--- config.mk ---
export PLATFORM = sky130hd
export DESIGN_NAME = dp_hazard_controller_flat
export DESIGN_NICKNAME = d
export VERILOG_FILES = /design/src/rtl/dp_hazard_controller_pkg.sv /design/src/rtl/dp_hazard_controller_if.sv /design/src/rtl/dp_hazard_controller_forward_unit.sv /design/src/rtl/dp_hazard_controller.sv /design/src/flat_wrapper.sv
export SDC_FILE = /design/constraint.sdc
export NUM_CORES = 1
export LEC_CHECK = 0
export BUFFER_PORTS_ARGS = -buffer_cell sky130_fd_sc_hd__buf_2
export CELL_PAD_IN_SITES_DETAIL_PLACEMENT = 1
export CELL_PAD_IN_SITES_GLOBAL_PLACEMENT = 2
export CORE_ASPECT_RATIO = 1.75
export CORE_MARGIN = 8
export CORE_UTILIZATION = 18
export CTS_CLUSTER_DIAMETER = 80
export CTS_CLUSTER_SIZE = 16
export DETAILED_ROUTE_END_ITERATION = 16
export MAX_ROUTING_LAYER = met4
export PLACE_DENSITY_LB_ADDON = 0.12
export SLEW_MARGIN = 0
export SYNTH_ARGS = -nofsm -noshare
export SYNTH_HDL_FRONTEND = slang
export SYNTH_SLANG_ARGS = --single-unit
export TNS_END_PERCENT = 20
--- constraint.sdc ---
create_clock -name clk -period 1.8 [get_ports clk]
set_clock_uncertainty 0.05 [all_clocks]
set_input_delay 0.18 -clock clk [delete_from_list [all_inputs] [get_ports clk]]
set_output_delay 0.18 -clock clk [all_outputs]
set_load 0.02 [all_outputs]
--- src/rtl/dp_hazard_controller_pkg.sv ---
// rtl/dp_hazard_controller_pkg.sv - shared types and constants for the hazard controller
package skylark_hazard_pkg;

    typedef enum logic [0:0] {
        HZ_RUN      = 1'b0,
        HZ_MDU_BUSY = 1'b1
    } hz_state_e;

    // Forwarding select encoding for the EX operand muxes
    localparam logic [1:0] FWD_REG = 2'b00;
    localparam logic [1:0] FWD_W   = 2'b01;
    localparam logic [1:0] FWD_M   = 2'b10;

endpackage

--- src/rtl/dp_hazard_controller_if.sv ---
// rtl/dp_hazard_controller_if.sv - pipeline-to-hazard-controller signal bundle
interface dp_hazard_controller_if #(
    parameter int REG_AW = 5,
    parameter int PERF_W = 32
);
    logic [REG_AW-1:0] i_rs1_d;
    logic [REG_AW-1:0] i_rs2_d;
    logic [REG_AW-1:0] i_rs1_e;
    logic [REG_AW-1:0] i_rs2_e;
    logic [REG_AW-1:0] i_rd_e;
    logic [REG_AW-1:0] i_rd_m;
    logic [REG_AW-1:0] i_rd_w;
    logic              i_load_e;
    logic              i_reg_write_m;
    logic              i_reg_write_w;
    logic              i_pc_src_e;
    logic              i_mdu_start_e;
    logic              i_mdu_done_e;
    logic              i_imem_ready_f;
    logic              o_stall_f;
    logic              o_stall_d;
    logic              o_flush_d;
    logic              o_stall_e;
    logic              o_flush_e;
    logic              o_flush_m;
    logic [1:0]        o_forward_a_e;
    logic [1:0]        o_forward_b_e;
    logic              o_mdu_timeout;
    logic [PERF_W-1:0] o_stall_cnt;
    logic [PERF_W-1:0] o_flush_cnt;

    // Pipeline side: drives hazard sources, receives stall/flush/forward controls
    modport master (
        output i_rs1_d, i_rs2_d, i_rs1_e, i_rs2_e, i_rd_e, i_rd_m, i_rd_w,
        output i_load_e, i_reg_write_m, i_reg_write_w, i_pc_src_e,
        output i_mdu_start_e, i_mdu_done_e, i_imem_ready_f,
        input  o_stall_f, o_stall_d, o_flush_d, o_stall_e, o_flush_e, o_flush_m,
        input  o_forward_a_e, o_forward_b_e, o_mdu_timeout, o_stall_cnt, o_flush_cnt
    );

    // Controller side
    modport slave (
        input  i_rs1_d, i_rs2_d, i_rs1_e, i_rs2_e, i_rd_e, i_rd_m, i_rd_w,
        input  i_load_e, i_reg_write_m, i_reg_write_w, i_pc_src_e,
        input  i_mdu_start_e, i_mdu_done_e, i_imem_ready_f,
        output o_stall_f, o_stall_d, o_flush_d, o_stall_e, o_flush_e, o_flush_m,
        output o_forward_a_e, o_forward_b_e, o_mdu_timeout, o_stall_cnt, o_flush_cnt
    );

endinterface

--- src/rtl/dp_hazard_controller_forward_unit.sv ---
// rtl/dp_hazard_controller_forward_unit.sv - combinational EX operand forwarding selects
module dp_forward_unit
    import skylark_hazard_pkg::*;
#(
    parameter int REG_AW = 5
) (
    input  logic [REG_AW-1:0] i_rs1_e,
    input  logic [REG_AW-1:0] i_rs2_e,
    input  logic [REG_AW-1:0] i_rd_m,
    input  logic [REG_AW-1:0] i_rd_w,
    input  logic              i_reg_write_m,
    input  logic              i_reg_write_w,
    output logic [1:0]        o_forward_a_e,
    output logic [1:0]        o_forward_b_e
);

    // x0 is never forwarded; the younger M result beats the older W result
    function automatic logic [1:0] fwd_sel(input logic [REG_AW-1:0] src);
        logic [1:0] sel;
        sel = FWD_REG;
        if (src != '0) begin
            if (i_reg_write_m && (i_rd_m == src))
                sel = FWD_M;
            else if (i_reg_write_w && (i_rd_w == src))
                sel = FWD_W;
        end
        return sel;
    endfunction

    // Select operand sources for both EX inputs
    always_comb begin
        o_forward_a_e = fwd_sel(i_rs1_e);
        o_forward_b_e = fwd_sel(i_rs2_e);
    end

endmodule

--- src/rtl/dp_hazard_controller.sv ---
// rtl/dp_hazard_controller.sv - 5-stage pipeline stall/flush/forward sequencer (optional HAZ_PERF_CNT_EN perf counters)
module dp_hazard_controller
    import skylark_hazard_pkg::*;
#(
    parameter int REG_AW         = 5,
    parameter int MDU_MAX_CYCLES = 64,
    parameter int PERF_W         = 32
) (
    input logic             clk,
    input logic             reset,
    dp_hazard_controller_if.slave hz
);

    localparam int         WD_W        = $clog2(MDU_MAX_CYCLES);
    localparam logic [0:0] ST_RUN      = HZ_RUN;
    localparam logic [0:0] ST_MDU_BUSY = HZ_MDU_BUSY;

    logic [0:0]      r_state;
    logic            r_redir_pend;
    logic [WD_W-1:0] r_wdog;
    logic            r_mdu_timeout;

    logic       w_lw_stall;
    logic       w_run;
    logic       w_stall_f, w_stall_d, w_stall_e;
    logic       w_flush_d, w_flush_e, w_flush_m;
    logic [1:0] w_fwd_a, w_fwd_b;

    assign w_run      = (r_state == ST_RUN);
    assign w_lw_stall = hz.i_load_e && (hz.i_rd_e != '0) &&
                        ((hz.i_rs1_d == hz.i_rd_e) || (hz.i_rs2_d == hz.i_rd_e));

    dp_forward_unit #(.REG_AW(REG_AW)) u_fwd (
        .i_rs1_e       (hz.i_rs1_e),
        .i_rs2_e       (hz.i_rs2_e),
        .i_rd_m        (hz.i_rd_m),
        .i_rd_w        (hz.i_rd_w),
        .i_reg_write_m (hz.i_reg_write_m),
        .i_reg_write_w (hz.i_reg_write_w),
        .o_forward_a_e (w_fwd_a),
        .o_forward_b_e (w_fwd_b)
    );

    // Prioritised hazard resolution; the MDU done cycle falls through to the ordinary checks
    always_comb begin
        w_stall_f = 1'b0;
        w_stall_d = 1'b0;
        w_stall_e = 1'b0;
        w_flush_d = 1'b0;
        w_flush_e = 1'b0;
        w_flush_m = 1'b0;
        if (!w_run && !hz.i_mdu_done_e) begin
            w_stall_f = 1'b1;
            w_stall_d = 1'b1;
            w_stall_e = 1'b1;
            w_flush_m = 1'b1;
        end else if (w_run && hz.i_pc_src_e) begin
            w_flush_d = 1'b1;
            w_flush_e = 1'b1;
        end else if (w_run && hz.i_mdu_start_e && !hz.i_mdu_done_e) begin
            w_stall_f = 1'b1;
            w_stall_d = 1'b1;
            w_stall_e = 1'b1;
            w_flush_m = 1'b1;
        end else if (w_lw_stall) begin
            w_stall_f = 1'b1;
            w_stall_d = 1'b1;
            w_flush_e = 1'b1;
        end else if (!hz.i_imem_ready_f) begin
            w_stall_f = 1'b1;
            w_flush_d = 1'b1;
        end
        // First fetch after a redirect that missed the I-mem is stale
        if (r_redir_pend && hz.i_imem_ready_f)
            w_flush_d = 1'b1;
        if (w_flush_d)
            w_stall_d = 1'b0;
        if (w_flush_e)
            w_stall_e = 1'b0;
    end

    // Reset forces the pipeline to drain: no stalls, all bubble-inserting flushes on
    always_comb begin
        hz.o_stall_f     = reset ? 1'b0 : w_stall_f;
        hz.o_stall_d     = reset ? 1'b0 : w_stall_d;
        hz.o_stall_e     = reset ? 1'b0 : w_stall_e;
        hz.o_flush_d     = reset | w_flush_d;
        hz.o_flush_e     = reset | w_flush_e;
        hz.o_flush_m     = reset | w_flush_m;
        hz.o_forward_a_e = reset ? FWD_REG : w_fwd_a;
        hz.o_forward_b_e = reset ? FWD_REG : w_fwd_b;
        hz.o_mdu_timeout = r_mdu_timeout;
    end

    // MDU busy tracking with watchdog, and redirect-pending bookkeeping
    always_ff @(posedge clk or posedge reset) begin
        if (reset) begin
            r_state       <= ST_RUN;
            r_redir_pend  <= 1'b0;
            r_wdog        <= '0;
            r_mdu_timeout <= 1'b0;
        end else begin
            r_mdu_timeout <= 1'b0;
            if (w_run) begin
                r_wdog <= '0;
                if (!hz.i_pc_src_e && hz.i_mdu_start_e && !hz.i_mdu_done_e)
                    r_state <= ST_MDU_BUSY;
            end else if (hz.i_mdu_done_e) begin
                r_state <= ST_RUN;
                r_wdog  <= '0;
            end else if (r_wdog == WD_W'(MDU_MAX_CYCLES - 1)) begin
                r_state       <= ST_RUN;
                r_wdog        <= '0;
                r_mdu_timeout <= 1'b1;
            end else begin
                r_wdog <= r_wdog + WD_W'(1);
            end

            if (w_run && hz.i_pc_src_e)
                r_redir_pend <= !hz.i_imem_ready_f;
            else if (hz.i_imem_ready_f)
                r_redir_pend <= 1'b0;
        end
    end

`ifdef HAZ_PERF_CNT_EN
    logic [PERF_W-1:0] r_stall_cnt;
    logic [PERF_W-1:0] r_flush_cnt;

    // Saturating counts of fetch-stall and decode-flush cycles
    always_ff @(posedge clk or posedge reset) begin
        if (reset) begin
            r_stall_cnt <= '0;
            r_flush_cnt <= '0;
        end else begin
            if (w_stall_f && (r_stall_cnt != {PERF_W{1'b1}}))
                r_stall_cnt <= r_stall_cnt + 1'b1;
            if (w_flush_d && (r_flush_cnt != {PERF_W{1'b1}}))
                r_flush_cnt <= r_flush_cnt + 1'b1;
        end
    end

    assign hz.o_stall_cnt = r_stall_cnt;
    assign hz.o_flush_cnt = r_flush_cnt;
`else
    assign hz.o_stall_cnt = {PERF_W{1'b0}};
    assign hz.o_flush_cnt = {PERF_W{1'b0}};
`endif

endmodule
--- src/flat_wrapper.sv ---
// flat-port wrapper written by rule: the top's interface ports become plain ports
module dp_hazard_controller_flat import skylark_hazard_pkg::*;
#(
    parameter int REG_AW         = 5,
    parameter int MDU_MAX_CYCLES = 64,
    parameter int PERF_W         = 32
)
  (clk, reset, hz_i_rs1_d, hz_i_rs2_d, hz_i_rs1_e, hz_i_rs2_e, hz_i_rd_e, hz_i_rd_m, hz_i_rd_w, hz_i_load_e, hz_i_reg_write_m, hz_i_reg_write_w, hz_i_pc_src_e, hz_i_mdu_start_e, hz_i_mdu_done_e, hz_i_imem_ready_f, hz_o_stall_f, hz_o_stall_d, hz_o_flush_d, hz_o_stall_e, hz_o_flush_e, hz_o_flush_m, hz_o_forward_a_e, hz_o_forward_b_e, hz_o_mdu_timeout, hz_o_stall_cnt, hz_o_flush_cnt);
  dp_hazard_controller_if #(.REG_AW(REG_AW), .PERF_W(PERF_W)) hz_i ();
  input logic clk;
  input logic reset;
  input wire logic [$bits(hz_i.i_rs1_d)-1:0] hz_i_rs1_d;
  input wire logic [$bits(hz_i.i_rs2_d)-1:0] hz_i_rs2_d;
  input wire logic [$bits(hz_i.i_rs1_e)-1:0] hz_i_rs1_e;
  input wire logic [$bits(hz_i.i_rs2_e)-1:0] hz_i_rs2_e;
  input wire logic [$bits(hz_i.i_rd_e)-1:0] hz_i_rd_e;
  input wire logic [$bits(hz_i.i_rd_m)-1:0] hz_i_rd_m;
  input wire logic [$bits(hz_i.i_rd_w)-1:0] hz_i_rd_w;
  input wire logic [$bits(hz_i.i_load_e)-1:0] hz_i_load_e;
  input wire logic [$bits(hz_i.i_reg_write_m)-1:0] hz_i_reg_write_m;
  input wire logic [$bits(hz_i.i_reg_write_w)-1:0] hz_i_reg_write_w;
  input wire logic [$bits(hz_i.i_pc_src_e)-1:0] hz_i_pc_src_e;
  input wire logic [$bits(hz_i.i_mdu_start_e)-1:0] hz_i_mdu_start_e;
  input wire logic [$bits(hz_i.i_mdu_done_e)-1:0] hz_i_mdu_done_e;
  input wire logic [$bits(hz_i.i_imem_ready_f)-1:0] hz_i_imem_ready_f;
  output wire logic [$bits(hz_i.o_stall_f)-1:0] hz_o_stall_f;
  output wire logic [$bits(hz_i.o_stall_d)-1:0] hz_o_stall_d;
  output wire logic [$bits(hz_i.o_flush_d)-1:0] hz_o_flush_d;
  output wire logic [$bits(hz_i.o_stall_e)-1:0] hz_o_stall_e;
  output wire logic [$bits(hz_i.o_flush_e)-1:0] hz_o_flush_e;
  output wire logic [$bits(hz_i.o_flush_m)-1:0] hz_o_flush_m;
  output wire logic [$bits(hz_i.o_forward_a_e)-1:0] hz_o_forward_a_e;
  output wire logic [$bits(hz_i.o_forward_b_e)-1:0] hz_o_forward_b_e;
  output wire logic [$bits(hz_i.o_mdu_timeout)-1:0] hz_o_mdu_timeout;
  output wire logic [$bits(hz_i.o_stall_cnt)-1:0] hz_o_stall_cnt;
  output wire logic [$bits(hz_i.o_flush_cnt)-1:0] hz_o_flush_cnt;
  assign hz_i.i_rs1_d = hz_i_rs1_d;
  assign hz_i.i_rs2_d = hz_i_rs2_d;
  assign hz_i.i_rs1_e = hz_i_rs1_e;
  assign hz_i.i_rs2_e = hz_i_rs2_e;
  assign hz_i.i_rd_e = hz_i_rd_e;
  assign hz_i.i_rd_m = hz_i_rd_m;
  assign hz_i.i_rd_w = hz_i_rd_w;
  assign hz_i.i_load_e = hz_i_load_e;
  assign hz_i.i_reg_write_m = hz_i_reg_write_m;
  assign hz_i.i_reg_write_w = hz_i_reg_write_w;
  assign hz_i.i_pc_src_e = hz_i_pc_src_e;
  assign hz_i.i_mdu_start_e = hz_i_mdu_start_e;
  assign hz_i.i_mdu_done_e = hz_i_mdu_done_e;
  assign hz_i.i_imem_ready_f = hz_i_imem_ready_f;
  assign hz_o_stall_f = hz_i.o_stall_f;
  assign hz_o_stall_d = hz_i.o_stall_d;
  assign hz_o_flush_d = hz_i.o_flush_d;
  assign hz_o_stall_e = hz_i.o_stall_e;
  assign hz_o_flush_e = hz_i.o_flush_e;
  assign hz_o_flush_m = hz_i.o_flush_m;
  assign hz_o_forward_a_e = hz_i.o_forward_a_e;
  assign hz_o_forward_b_e = hz_i.o_forward_b_e;
  assign hz_o_mdu_timeout = hz_i.o_mdu_timeout;
  assign hz_o_stall_cnt = hz_i.o_stall_cnt;
  assign hz_o_flush_cnt = hz_i.o_flush_cnt;
  dp_hazard_controller #(.REG_AW(REG_AW), .MDU_MAX_CYCLES(MDU_MAX_CYCLES), .PERF_W(PERF_W)) u_core (.clk(clk), .reset(reset), .hz(hz_i));
endmodule
# ---- After elaboration in Yosys (flattened, before gate mapping)
# Cells that the tools add are included.
dict set report classes {
  eq_ne 7
  n_lt_le_gt_ge 0
  shifts 0
  n_bitwise 4
  div_mod_pow 0
  add_sub_neg 1
  reduce_logical 21
  mul 0
  muxes 45
}
# operator n
set ops {}
lappend ops {{two-way mux 1 bit} 36}
lappend ops {{== test 5 bit} 6}
lappend ops {{two-way mux 6 bit} 3}
lappend ops {{nonzero test 5 bit} 3}
lappend ops {{logical AND 1 bit} 13}
lappend ops {{two-way mux 2 bit} 6}
lappend ops {{adder 6 x 1 -> 6 bit (second input constant)} 1}
lappend ops {{== test 6 bit (second input constant)} 1}
lappend ops {{zero test 1 bit} 3}
lappend ops {{bitwise OR 1 bit} 3}
lappend ops {{nonzero test 2 bit} 1}
lappend ops {{logical OR 1 bit} 1}
lappend ops {{inverter 1 bit} 1}
dict set report word_totals {
  latch_bits 0
  memories 0
  rom_bits 0
  inputBits 44
  mem_bits_rw 0
  ff_bits 9
}

# ---- Longest topological paths before layout
dict set report logic_depth {
  ltp_word 10
  mapped_depth 5
  ltp_nobuf 5
}

# ---- By module
# Synthesis repeated with hierarchy kept, for this count alone.
dict set report unflattened {
  cells_unflattened 171
  hier_area_um2 1365.1
}
# mod area_per_inst_um2 cells_per_inst instances seq_area_each_um2
set modules_own_cells {}
lappend modules_own_cells {dp_hazard_controller 1099.8 135 1 225.2}
lappend modules_own_cells {dp_forward_unit 265.3 36 1 0.0}

# ---- Worst setup path before layout
# Ideal clock, no wire load.
dict set report synth_path {
  path_kind {reg2out}
  from {register u_core.r_state}
  to {output port hz_o_stall_d}
  path_slack_ps 194
  t_arrival_ps 1376
  required_time_ps 1570
  path_stages_with_launch 4
  cell_sequence {dfrtp_1 > nor2_1 > or2_2 > a221oi_1}
}
dict set report synth_via {
  elab_chain_len 9
  word_cells_on_any_way 14
  classes_between {mux (9); bitwise (1); reduce/logical (4)}
}
# element line_no
set synth_lines {}
lappend synth_lines {{start, declared} dp_hazard_controller.sv:18} ;# logic [0:0] r_state;
lappend synth_lines {{start signal, assigned} dp_hazard_controller.sv:98} ;# r_state <= ST_RUN;
lappend synth_lines {{start signal, assigned} dp_hazard_controller.sv:107} ;# r_state <= ST_MDU_BUSY;
lappend synth_lines {{start signal, assigned} dp_hazard_controller.sv:109} ;# r_state <= ST_RUN;
lappend synth_lines {{inverter 1 bit} dp_hazard_controller.sv:29} ;# assign w_run = (r_state == ST_RUN);
lappend synth_lines {{logical AND 1 bit (2 in a row)} dp_hazard_controller.sv:60} ;# end else if (w_run && hz.i_mdu_start_e && !hz.i_mdu_done_e) begin
lappend synth_lines {{two-way mux 1 bit} dp_hazard_controller.sv:60}
lappend synth_lines {{two-way mux 1 bit} dp_hazard_controller.sv:57} ;# end else if (w_run && hz.i_pc_src_e) begin
lappend synth_lines {{two-way mux 1 bit} dp_hazard_controller.sv:52} ;# if (!w_run && !hz.i_mdu_done_e) begin
lappend synth_lines {{two-way mux 1 bit} dp_hazard_controller.sv:74} ;# if (r_redir_pend && hz.i_imem_ready_f)
lappend synth_lines {{two-way mux 1 bit (*)} dp_hazard_controller.sv:76} ;# if (w_flush_d)
lappend synth_lines {{two-way mux 1 bit (*)} dp_hazard_controller.sv:85} ;# hz.o_stall_d = reset ? 1'b0 : w_stall_d;
lappend synth_lines {{end, declared} flat_wrapper.sv:27} ;# output wire logic [$bits(hz_i.o_stall_d)-1:0] hz_o_stall_d;
# Every way passes the cells marked *; elsewhere a longest branch is shown, timed or not.

# ---- Final worst setup path
# Same ends and word-level chain as after synthesis.

==> results.py <==
metrics = {
    "worst_setup_path": {
        "crit_path_cell_trace": "nor2_1 -> or2_2 -> a221oi_2 -> buf_4",
        "cp.required_ns": 1.57,
        "end_kind": "output pin",
        "worst-path-buf-inv": 1,
        "arrival_ns": 1.47,
        "setup.worst_path.start_class": "flip-flop",
        "cp_slowest_cell": "dfrtp_2",
        "path_max_fanout": 7,
        "critical_path_class": "reg -> out",
        "cpLargestDelayFamily": "flip-flops",
        "max_stage_delay_ns": 0.41,
    },
    "route": {
        "antenna_left": 0,
        "vias": 1144,
        "avgViaCountPerCell": 3.609,
        "drt-pass1-iter-count": 3,
        "wirelength_um": 4387,
        "top_layer": "met4",
        "drtIter0Drc": 57,
        "drt-met1-wl_um": 1412,
        "route.detailed.drc": 0,
        "wl_per_cell_um": 13.84,
        "met2WireLength_um": 2528,
        "dr_wl_met3_um": 393,
    },
    "global_route": {
        "overflow": 0,
        "grt_usage_pct": 7.997,
        "grt_pass1_wl_um": 6423,
        "grt_max_degree": 10,
        "grt_pass1_vias": 1310,
        "antenna_found_initial": 0,
    },
    "synthesis": {
        "ys.warnings.count": 0,
        "syn_inst": 170,
        "synth-edff-count": 0,
        "synthFlopType": "dfrtp_1",
        "async_flop_share_pct": 100.0,
        "muxShareOfSynthArea_pct": 0,
        "synth_seq_cells": 9,
        "synth_top_family_by_area": "buffers and inverters",
        "synth-compound-area-share_pct": 6.494,
        "yosysSeqAreaShare_pct": 16.70,
        "syn_area_per_cell_um2": 7.934,
        "yosys.area.top_type": "buf_4",
        "synthAdderAreaFrac_pct": 0.9276,
        "synth_xor_area_share_pct": 20.78,
        "netlist_area_um2": 1349,
        "synth_area_leaders": "buf_4 36%, dfrtp_1 17%, xor2_1 14%, xnor2_1 6.5%, nor2_1 5.0%",
        "synth.top_cell.area_share_pct": 35.62,
        "synthDistinctLibCells": 29,
        "yosys.area_share.simple_pct": 17.81,
    },
    "power_and_ir_drop": {
        "p_leak_uw": 0.0008237,
        "report.power.total_uw": 939.4,
        "ir_drop_v": 0.0002313,
        "power.density_nw_per_um2": 588.4,
    },
    "final_layout": {
        "mostFrequentLayoutCell": "conb_1",
        "fin_nets": 275,
        "antennaDiodeCount": 0,
        "area_growth_pct": 18.37,
        "final_cells": 317,
        "final_cell_mix": "64 x conb_1, 53 x buf_2, 22 x xor2_1",
        "stdcell_area_um2": 1597,
        "layout-drive-gt1-share_pct": 28.82,
    },
    "sta": {
        "fin_crit_sh_pct": 94.70,
        "fmax_ghz": 0.5866,
        "setup_ws_ns": 0.09537,
        "hold_violations": 0,
        "holdWs_ns": 0.1030,
        "fin_crit_ns": 1.705,
        "setup_viol": 0,
        "rsz0062_at_grt": "yes",
        "drv_slew": 0,
    },
    "place": {
        "place_area_um2": 1493,
        "place_congestion": 0.7133,
        "dp_hpwl_um": 4026,
        "portBuffers": 54,
        "place_ws_ns": 0.01560,
        "placed_cells": 312,
    },
    "clock_network": {
        "cts_buffers": 3,
        "cts_tree": "built",
        "htreeDepth": 1,
        "clockBufferDepth": 2,
        "clkTransAtPathRegs_ns": 0.04,
        "clk-insertion-delay-late_ns": 0.23,
        "clock_sinks": 9,
        "clk_root_buffer_cell": "clkbuf_16",
    },
    "min_path": {
        "hold_class": "in -> reg",
    },
    "die": {
        "die_y_um": 130.5,
        "dieArea_um2": 10630,
        "core_area_um2": 7410,
        "die_width_um": 81.44,
        "initial_core_util_pct": 18.20,
        "ios": 119,
        "rows": 42,
    },
    "outcome": {
        "status": "finished clean",
    },
    "flow_run": {
        "maxCapViolations": 0,
    },
}
==> state kept, by name (all words and copies together) (netlist names) <==
signal,cells
u_core.r_state,1
u_core.hz.o_mdu_timeout,1
u_core.r_wdog,6
u_core.r_redir_pend,1
==> report_power, final <==
| group | internal (uW) | leakage, uW | total, uW | switching (uW) |
|---|---|---|---|---|
| clock | 296 | 0.0000382 | 396 | 99.2 |
| combinational | 94.4 | 0.000664 | 330 | 236 |
| sequential | 208 | 0.000122 | 214 | 5.81 |
==> metal layers <==
metal / vias to the layer above / global-route usage, %
met5: - / -
met4: 0 / 2.540
met3: 5 / 1.233
met2: 73 / 15.58
met1: 520 / 7.562
li1: 546 / -
==> metrics by stage <==
stage	utilization [%]	setup TNS, ns
CTS	21.36	0
floorplan	-	0
detailed placement	20.15	0
finish	21.55	0
global route	21.55	-0.03032
global placement	20.15	0
==> final cells by class <==
type                    instances  area, um2
fillers                       956       5813
multi-input cells             155      872.1
repair buffers                 56      290.3
flip-flops and latches          9      226.5
well taps                      88      110.1
clock buffers                   4      78.83
inverters                       5      18.77
==> synthesized netlist by cell type, drive strengths merged (3+ instances only) <==
library cell and n:
buf 64, dfrtp 9, inv 5, nand2 3
nand3 5, nor2 18, nor3 3, nor4 5
o21ai 3, or4 3, xnor2 10, xor2 22
==> repair_timing <==
item	4_1_cts	5_1_grt
hold buffers	1	0
endpoints found under the hold margin	9	0
setup endpoints to repair	1	3
resized for setup	1	4
setup buffers	0	0
==> kinds of logic after synthesis <==
family,count (synthesis)
compound gates,12
xor+xnor,32
fa+ha+maj,1
buf+inv,69
flops,9
other cells,1
simple gates,46
==> path summary, 6_finish.rpt <==
kind,from,to,slack (ns),cells past startpoint
min in group asynchronous,reset,u_core.r_wdog[2]$_DFF_PP0_,0.59,4
max in group asynchronous,reset,u_core.r_state$_DFF_PP0_,0.78,4
worst min-delay path,hz_i_mdu_done_e,u_core.r_state$_DFF_PP0_,0.10,2
worst max-delay path,u_core.r_state$_DFF_PP0_,hz_o_stall_d,0.1,4
worst max register to register,u_core.r_wdog[0]$_DFF_PP0_,u_core.r_state$_DFF_PP0_,0.39,5
worst min register to register,u_core.r_wdog[0]$_DFF_PP0_,u_core.r_wdog[0]$_DFF_PP0_,0.42,1
(Power assumes the default switching activity.)
